<file path="src/rtl/seq_div_if.sv">
`default_nettype none
// ============================================================================
//  Module      : seq_div_if
//  Description : Operand/result bundle for the sequential divider.
//                The start/fin handshake matches the shift-add multiplier.
//  Revision    : 1.0  initial release
// ============================================================================
interface seq_div_if #(
    parameter int NW = 16,
    parameter int DW = 8
);
    logic          start;
    logic [NW-1:0] N;
    logic [DW-1:0] D;
    logic [NW-1:0] Q;
    logic [DW-1:0] R;
    logic          fin;
    logic          busy;
    logic          dz;

    modport master (output start, N, D, input  Q, R, fin, busy, dz);
    modport slave  (input  start, N, D, output Q, R, fin, busy, dz);
endinterface
`default_nettype wire

</file>
<file path="src/rtl/seq_div.sv">
`default_nettype none
// ============================================================================
//  Module      : seq_div
//  Description : Restoring divider, one quotient bit per clock, MSB first.
//  Revision    : 1.0  initial release
// ============================================================================
module seq_div #(
    parameter int NW = 16,
    parameter int DW = 8
) (
    input  wire logic  ck,
    input  wire logic  rst,
    seq_div_if.slave   bus
);
    localparam int CW = (NW > 1) ? $clog2(NW) : 1;

    localparam logic [1:0] S_IDLE = 2'd0;
    localparam logic [1:0] S_RUN  = 2'd1;
    localparam logic [1:0] S_DZ   = 2'd2;
    localparam logic [1:0] S_DONE = 2'd3;

    logic [1:0]    r_state;
    logic [NW-1:0] r_dvd;
    logic [DW-1:0] r_dvs;
    logic [DW:0]   r_p;
    logic [CW-1:0] r_cnt;
    logic [NW-1:0] r_q;
    logic [DW-1:0] r_r;
    logic          r_fin;
    logic          r_busy;
    logic          r_dz;

    logic [DW:0]   w_shift;
    logic          w_ge;
    logic [DW:0]   w_pnext;
    logic [NW-1:0] w_qnext;

    // One extra bit on the partial remainder absorbs the shifted-in dividend bit.
    assign w_shift = {r_p[DW-1:0], r_dvd[NW-1]};
    assign w_ge    = (w_shift >= {1'b0, r_dvs});
    assign w_pnext = w_ge ? (w_shift - {1'b0, r_dvs}) : w_shift;
    assign w_qnext = {r_dvd[NW-2:0], w_ge};

    always_ff @(posedge ck or posedge rst) begin
        if (rst) begin
            r_state <= S_IDLE;
            r_dvd   <= '0;
            r_dvs   <= '0;
            r_p     <= '0;
            r_cnt   <= '0;
            r_q     <= '0;
            r_r     <= '0;
            r_fin   <= 1'b0;
            r_busy  <= 1'b0;
            r_dz    <= 1'b0;
        end else begin
            r_fin <= 1'b0;
            if (bus.start) begin
                if (bus.D != '0) begin
                    r_dvd   <= bus.N;
                    r_dvs   <= bus.D;
                    r_p     <= '0;
                    r_cnt   <= CW'(NW - 1);
                    r_busy  <= 1'b1;
                    r_dz    <= 1'b0;
                    r_state <= S_RUN;
                end else begin
                    // Results are known immediately; S_DZ only delays fin one edge.
                    r_q     <= '1;
                    r_r     <= bus.N[DW-1:0];
                    r_dz    <= 1'b1;
                    r_busy  <= 1'b0;
                    r_state <= S_DZ;
                end
            end else begin
                case (r_state)
                    S_RUN: begin
                        r_p   <= w_pnext;
                        r_dvd <= w_qnext;
                        r_cnt <= r_cnt - CW'(1);
                        if (r_cnt == '0) begin
                            r_q     <= w_qnext;
                            r_r     <= w_pnext[DW-1:0];
                            r_fin   <= 1'b1;
                            r_busy  <= 1'b0;
                            r_dz    <= 1'b0;
                            r_state <= S_DONE;
                        end
                    end
                    S_DZ: begin
                        r_fin   <= 1'b1;
                        r_state <= S_DONE;
                    end
                    S_DONE:  r_state <= S_IDLE;
                    default: r_state <= S_IDLE;
                endcase
            end
        end
    end

    assign bus.Q    = r_q;
    assign bus.R    = r_r;
    assign bus.fin  = r_fin;
    assign bus.busy = r_busy;
    assign bus.dz   = r_dz;
endmodule
`default_nettype wire

</file>
<file path="src/flat_wrapper.sv">
// flat-port wrapper written by rule: the top's interface ports become plain ports
module seq_div_flat 
#(
    parameter int NW = 16,
    parameter int DW = 8
)
  (ck, rst, bus_start, bus_N, bus_D, bus_Q, bus_R, bus_fin, bus_busy, bus_dz);
  seq_div_if #(.NW(NW), .DW(DW)) bus_i ();
  input  wire logic ck;
  input  wire logic rst;
  input wire logic [$bits(bus_i.start)-1:0] bus_start;
  input wire logic [$bits(bus_i.N)-1:0] bus_N;
  input wire logic [$bits(bus_i.D)-1:0] bus_D;
  output wire logic [$bits(bus_i.Q)-1:0] bus_Q;
  output wire logic [$bits(bus_i.R)-1:0] bus_R;
  output wire logic [$bits(bus_i.fin)-1:0] bus_fin;
  output wire logic [$bits(bus_i.busy)-1:0] bus_busy;
  output wire logic [$bits(bus_i.dz)-1:0] bus_dz;
  assign bus_i.start = bus_start;
  assign bus_i.N = bus_N;
  assign bus_i.D = bus_D;
  assign bus_Q = bus_i.Q;
  assign bus_R = bus_i.R;
  assign bus_fin = bus_i.fin;
  assign bus_busy = bus_i.busy;
  assign bus_dz = bus_i.dz;
  seq_div #(.NW(NW), .DW(DW)) u_core (.ck(ck), .rst(rst), .bus(bus_i));
endmodule
</file>
<file path="config.mk">
export PLATFORM = sky130hd
export DESIGN_NAME = seq_div_flat
export DESIGN_NICKNAME = d
export VERILOG_FILES = /design/src/rtl/seq_div_if.sv /design/src/rtl/seq_div.sv /design/src/flat_wrapper.sv
export SDC_FILE = /design/constraint.sdc
export NUM_CORES = 1
export LEC_CHECK = 0
export BUFFER_PORTS_ARGS = -buffer_cell sky130_fd_sc_hd__buf_2
export CAP_MARGIN = 0
export CORE_ASPECT_RATIO = 0.6
export CORE_MARGIN = 2
export CORE_UTILIZATION = 56
export DETAILED_ROUTE_END_ITERATION = 12
export MAX_ROUTING_LAYER = met4
export PLACE_DENSITY = 0.81
export SYNTH_ARGS = -nofsm -noshare
export SYNTH_HDL_FRONTEND = slang
export SYNTH_SLANG_ARGS = --single-unit
</file>
<file path="constraint.sdc">
create_clock -name ck -period 2.4 [get_ports ck]
set_input_delay 0.48 -clock ck [delete_from_list [all_inputs] [get_ports ck]]
set_output_delay 0.48 -clock ck [all_outputs]
set_load 0.05 [all_outputs]
</file>
==> results of run 1 <==
[logic make-up after synthesis]
| logic type | count (synthesis) | synth area share, % |
|---|---|---|
| fa+ha+maj | 12 | 4.99 |
| simple gates | 112 | 14.6 |
| mux | 28 | 9.00 |
| compound gates | 72 | 13.7 |
| flops | 65 | 51.5 |
| xor+xnor | 7 | 1.94 |
| buf+inv | 33 | 4.24 |
[worst paths after layout]
| check | end | slack (ps) | cells past startpoint |
|---|---|---|---|
| min reg2reg | u_core.bus.busy | 480 | 2 |
| max reg2reg | u_core.bus.R[6] | 170 | 7 |
| max | u_core.bus.R[6] | 170 | 7 |
| max in group asynchronous | u_core.r_dvs[4] | 1910 | 3 |
| min in group ck | u_core.r_dvs[3] | 350 | 3 |
| min | u_core.bus.Q[4] | 170 | 3 |
[Yosys cell counts, drive strengths merged]
| cell | count | area [um2] |
|---|---|---|
| nand3 | 8 | 40.0 |
| a31oi | 1 | 6.26 |
| or2 | 2 | 12.5 |
| inv | 17 | 63.8 |
| a211oi | 2 | 15.0 |
| a31o | 1 | 8.76 |
| clkinv | 1 | 3.75 |
| nand2 | 72 | 270 |
| a21oi | 14 | 70.1 |
| and3 | 2 | 12.5 |
| mux2 | 3 | 33.8 |
| fa | 1 | 20.0 |
| a221oi | 1 | 8.76 |
| a22oi | 1 | 7.51 |
| nand2b | 1 | 6.26 |
| o31a | 1 | 8.76 |
| o31ai | 1 | 7.51 |
| and2 | 1 | 6.26 |
| buf | 3 | 21.3 |
| a22o | 2 | 17.5 |
| dfrtp | 65 | 1630 |
| o22a | 8 | 70.1 |
| xor2 | 4 | 35.0 |
| mux2i | 25 | 250 |
| clkbuf | 12 | 45.0 |
| nor2 | 20 | 75.1 |
| xnor2 | 3 | 26.3 |
| nor3b | 1 | 7.51 |
| nor2b | 1 | 6.26 |
| a311o | 1 | 10.0 |
| nor4 | 3 | 18.8 |
| o22ai | 4 | 25.0 |
| ha | 11 | 138 |
| nor3 | 1 | 5.00 |
| o21bai | 1 | 7.51 |
| o21ai | 34 | 170 |
[layer usage]
layer	vias to the layer above	GRT usage (%)	part of all wire [%]
li1	1234	-	-
met1	1184	38.9	49
met3	8	6.76	5.7
met4	0	6.08	0.94
met5	-	-	0
met2	77	35.8	44
[critical path, cell delays in order, from the launching register on]
cell and delay (ps):
dfrtp_1 410, ha_1 370, nor2_1 150, a21oi_1 80, a311o_1 330, a31o_2 360
mux2i_1 170, a221oi_1 270
[sequential cells by signal, indices dropped and copies added (netlist names)]
| register | count |
|---|---|
| u_core.bus.R | 8 |
| u_core.r_dvd | 16 |
| u_core.r_p | 8 |
| u_core.r_state | 2 |
| u_core.bus.busy | 1 |
| u_core.r_dvs | 8 |
| u_core.bus.dz | 1 |
| u_core.r_cnt | 4 |
| u_core.bus.fin | 1 |
| u_core.bus.Q | 16 |
[power by group through the flow]
stage / Combinational, mW / Clock [mW] / Sequential (mW)
floorplan: 0.759 / 0 / 1.65
global placement: 1.12 / 0 / 1.54
detailed placement: 1.17 / 0 / 1.55
CTS: 1.17 / 1.00 / 1.54
global route: 1.34 / 1.05 / 1.57
finish: 1.18 / 0.979 / 1.54
[final cells by class]
class                      instances  area [um2]  share of cell area (%)
tap                               69        86.3                    2.31
timing repair buffer              60         330                    8.85
clock buffer                      12         165                    4.43
inverter                          18        67.6                    1.81
clock inverter                     4        50.0                    1.34
sequential                        65        1630                    43.6
multi-input combinational        231        1410                    37.7
[metrics by stage]
stage / setup slack [ps] / instances / power [mW]
floorplan: 294 / 329 / 2.41
global placement: 197 / 443 / 2.66
detailed placement: 111 / 443 / 2.71
CTS: 110 / 459 / 3.71
global route: 44.1 / 459 / 3.96
finish: 170 / 459 / 3.70
==> impl_metrics.toml, run 1 <==
[die]
total_die_area_um2 = 6270
std_cell_rows = 21
placeableCoreArea_um2 = 5520
i_o_pin_count = 54
die-height_um = 62.2
start_util_pct = 57.2
die_width_um = 101

[drt]
avgRoutedWirePerCell_um = 15.7
drt_iter0_markers = 211
ant_nets = 0
totalWireLength_mm = 7.22
post_drt_via_cell_ratio = 5.45
route.detailed.drc = 0
num_vias = 2503
firstDrtPassIters = 4

[worst_hold_path]
worstHoldPathType = "primary input to asynchronous set/reset pin"

[layout]
fillCellCount = 452
n_antenna_cell = 0
fraction_of_layout_instances_using_a_drive_strength_above_1_pct = 21.5
layout.cells.most_common = "nand2_1"
layout_common_cells = "nand2_1 (72), dfrtp_1 (65), buf_2 (53), o21ai_0 (31), mux2i_1 (25)"
area_growth_pct = 18.2
finalCoreUtilization_pct = 67.6
finish.instance_area_um2 = 3730
final_net_count = 424

[sta]
grt_setup_unrepaired = "no"
final.hold.worst_slack_ps = 168
max_clock_freq_mhz = 448
clock_skew_ps = 12.3
shortest_clock_period_the_worst_path_allows_after_layout_ps = 2230
finalSetupViolCount = 0
number_of_hold_violations_in_the_final_report = 0
final_cycle_share_pct = 92.9
slew-limit-headroom_pct = 65.8
finalSetupTns_ps = 0
tightestPinTransition_ps = 512
final_max_slew_viols = 0

[cts]
htree_levels = 3
clock_network_latency_to_the_later_pin_of_the_worst_skew_pair_ps = 340
cts-buffers-inserted = 9
cts_post_setup_buffers_inserted = 0
cts.clk_slew.worst_paths_ps = 80
ctsResizeCount = 0
tritoncts = "done"
ctsHoldBuffers = 0
root_buffer = "clkbuf_8"
total_clock_sinks = 65
clock_path_buffers = 2

[setup_path]
critPathArrivalTime_ps = 2470
setup.worst_path.class = "register to register"
critPathMaxFanout = 11
worstSetupStartpoint = "u_core.r_p[1]"
worst_setup_path_end_kind = "register"
crit_required_ps = 2640
element_type_at_the_critical_path_start = "register"
reg2reg_from = "u_core.r_p[1]"

[grt]
first_global_vias = 2469
antenna_found_initial = 0
grt_start_max_net_pins = 66
globalRouteOverflowTotal = 0
grt_pass1_wl_mm = 12.2
grt_usage_pct = 26.0

[power_and_ir_drop]
switching_power_mw = 1.36
p_leak_nw = 1.90
share_comb_of_total_power_pct = 31.9
powerDensity_nw_per_um2 = 992
seqPwrFrac_pct = 41.6
power.clock.fraction_pct = 26.5
power.internal_mw = 2.34
power.ir.vdd_worst_mv = 0.546
power.switching_fraction_pct = 36.7

[synthesis]
synthesis.instances = 329
synth.yosys.seq_area_share_pct = 51.5
synth.yosys.warnings = 0
synth_fp_nets = 368
ys_seq_elements = 65
avgSynthCellArea_um2 = 9.60
mappedNetlistArea_um2 = 3160
ys_types = 39

[placed_design]
hpwl_mm = 5.20
portBuffers = 53
final_weighted_congestion_in_routability_driven_placement = 0.912
detailed_place.area_um2 = 3510

[outcome]
run_status = "finished, final reports clean"

[flow_run]
timing.max_cap.violations = 0
Power figures use the tool's default switching activity.
==> run 2: changes to the inputs <==
Settings changed: CORE_UTILIZATION 56 to 55, PLACE_DENSITY 0.81 to 0.79.
==> run 2 against run 1 <==
Final cell count increased by 2.4%. Combinational power about the same. Sequential share of layout area decreased by 0.43 points. Global-route usage increased by 0.71 points. Wire length increased by 2.5%. Sequential power about the same. Register-to-register slack got worse by 60 ps. Power about the same. Count of clock-buffer cells in the layout decreased by 1. Sequential cell count unchanged. Non-clock buffer count increased by 1. Design area increased by 1.0%. Largest power group unchanged. Highest routed layer unchanged.
==> impl_metrics.toml, run 2 (synthesis results as in run 1) <==
[setup_path]
critPathMaxFanout = 2
critPathArrivalTime_ps = 2540
critical_path.slowest_cell = "fa_1"
element_type_at_the_critical_path_start = "register"
cpLargestDelayFamily = "compound AO/OA/AOI/OAI gates"
cp_cell_sequence = "inv_1 -> ha_1 -> inv_1 -> fa_1 -> a211oi_2 -> o21ai_0 -> a21oi_1 -> xnor2_1 -> mux2i_1 -> a221oi_2"
setup.worst_path.class = "register to register"
worstSetupStartpoint = "u_core.r_dvd[15]"
reg2reg_from = "u_core.r_dvd[15]"
crit_required_ps = 2660
critical_path.max_stage_delay_ps = 400
worst_setup_path_end_kind = "register"
cp_num_buf_inv = 2
critical-path-top-cell-by-count = "inv_1"

[die]
placeableCoreArea_um2 = 5540
die_width_um = 102
die-height_um = 62.7
total_die_area_um2 = 6380
i_o_pin_count = 54
start_util_pct = 56.9
std_cell_rows = 21

[power_and_ir_drop]
power.ir.vdd_worst_mv = 0.580
p_leak_nw = 1.90
powerDensity_nw_per_um2 = 982

[placed_design]
hpwl_mm = 5.42
final_weighted_congestion_in_routability_driven_placement = 0.890
portBuffers = 53
detailed_place.area_um2 = 3540

[sta]
clock_skew_ps = 8.39
tightestPinTransition_ps = 651
max_clock_freq_mhz = 437
slew-limit-headroom_pct = 56.6
finalSetupTns_ps = 0
final_max_slew_viols = 0
finalSetupViolCount = 0
shortest_clock_period_the_worst_path_allows_after_layout_ps = 2290
number_of_hold_violations_in_the_final_report = 0
final_cycle_share_pct = 95.3

[grt]
antenna_found_initial = 0
grt_pass1_wl_mm = 12.5
grt_usage_pct = 26.7
globalRouteOverflowTotal = 0
grt_start_max_net_pins = 32
first_global_vias = 2531

[drt]
num_vias = 2593
totalWireLength_mm = 7.40
drt_iter0_markers = 181
avgRoutedWirePerCell_um = 15.7
route.detailed.drc = 0
post_drt_via_cell_ratio = 5.52
firstDrtPassIters = 4
ant_nets = 0

[layout]
final_net_count = 425
layout.cells.most_common = "nand2_1"
fillCellCount = 443
register_area_um2 = 1630
n_antenna_cell = 0
fraction_of_layout_instances_using_a_drive_strength_above_1_pct = 21.8
finish.instance_area_um2 = 3770
area_growth_pct = 19.4
multiInputGateArea_um2 = 1420
layout_common_cells = "nand2_1 (72), dfrtp_1 (65), buf_2 (53), o21ai_0 (31), mux2i_1 (25)"

[cts]
clock_path_buffers = 2
ctsHoldBuffers = 0
cts.clk_slew.worst_paths_ps = 70
htree_levels = 3
cts-buffers-inserted = 9
root_buffer = "clkbuf_8"
total_clock_sinks = 65
tritoncts = "done"
clock_network_latency_to_the_later_pin_of_the_worst_skew_pair_ps = 350

[flow_run]
timing.max_cap.violations = 0

[outcome]
run_status = "finished, final reports clean"

[worst_hold_path]
worstHoldPathType = "primary input to asynchronous set/reset pin"
[run 2: cell types whose count changed in the layout (fill, tap and decap cells not counted)]
cell | previous run | this run
a221oi_1 | 1 | 0
a31o_4 | 0 | 1
a221oi_2 | 0 | 1
buf_12 | 1 | 2
clkbuf_8 | 12 | 11
clkinvlp_4 | 2 | 3
a31o_2 | 1 | 0
clkinv_2 | 1 | 0
[run 2: power by group]
part           switching, mW  internal (mW)
Clock                  0.424          0.530
Combinational          0.752          0.453
Sequential             0.202           1.34
[run 2: timing repair]
action                     CTS  global route
buffers inserted             0             0
resized for setup            0             4
setup endpoints to repair    0            15
[run 2: path summary, 6_finish.rpt]
kind,end,slack [ps],cells past startpoint
hold / removal,u_core.bus.Q[4],90,2
setup reg to reg,u_core.bus.R[6],110,10
max in group asynchronous,u_core.bus.Q[15],1720,3
min in group ck,u_core.r_dvs[5],340,3
setup / recovery,u_core.bus.R[6],110,10
hold reg to reg,u_core.bus.dz,470,2
[run 2: cell type report]
type	instances	share of cell area, %
Sequential cell	65	43.2
Tap cell	80	2.66
Clock inverter	4	1.39
Clock buffer	11	4.02
Multi-Input combinational cell	231	37.7
Inverter	18	1.79
Timing Repair Buffer	61	9.30
[run 2: through the flow]
step	utilization (%)	power, mW	instances	hold WS [ps]	setup WS, ps
2_1_floorplan	-	2.41	329	446	294
3_3_place_gp	63.9	2.69	455	458	94.2
3_5_place_dp	63.9	2.72	455	460	72.8
4_1_cts	67.6	3.68	470	86.6	48.3
5_1_grt	68.0	3.93	470	106	-49.1
6_report	68.0	3.70	470	89.3	114
[run 2: metal layers]
metal / up-vias / global-route usage, % / part of all wire (%)
met5: - / - / 0
met4: 0 / 10.5 / 1.7
met2: 90 / 35.3 / 41
met1: 1252 / 38.9 / 50
li1: 1239 / - / -
met3: 12 / 7.61 / 7.2
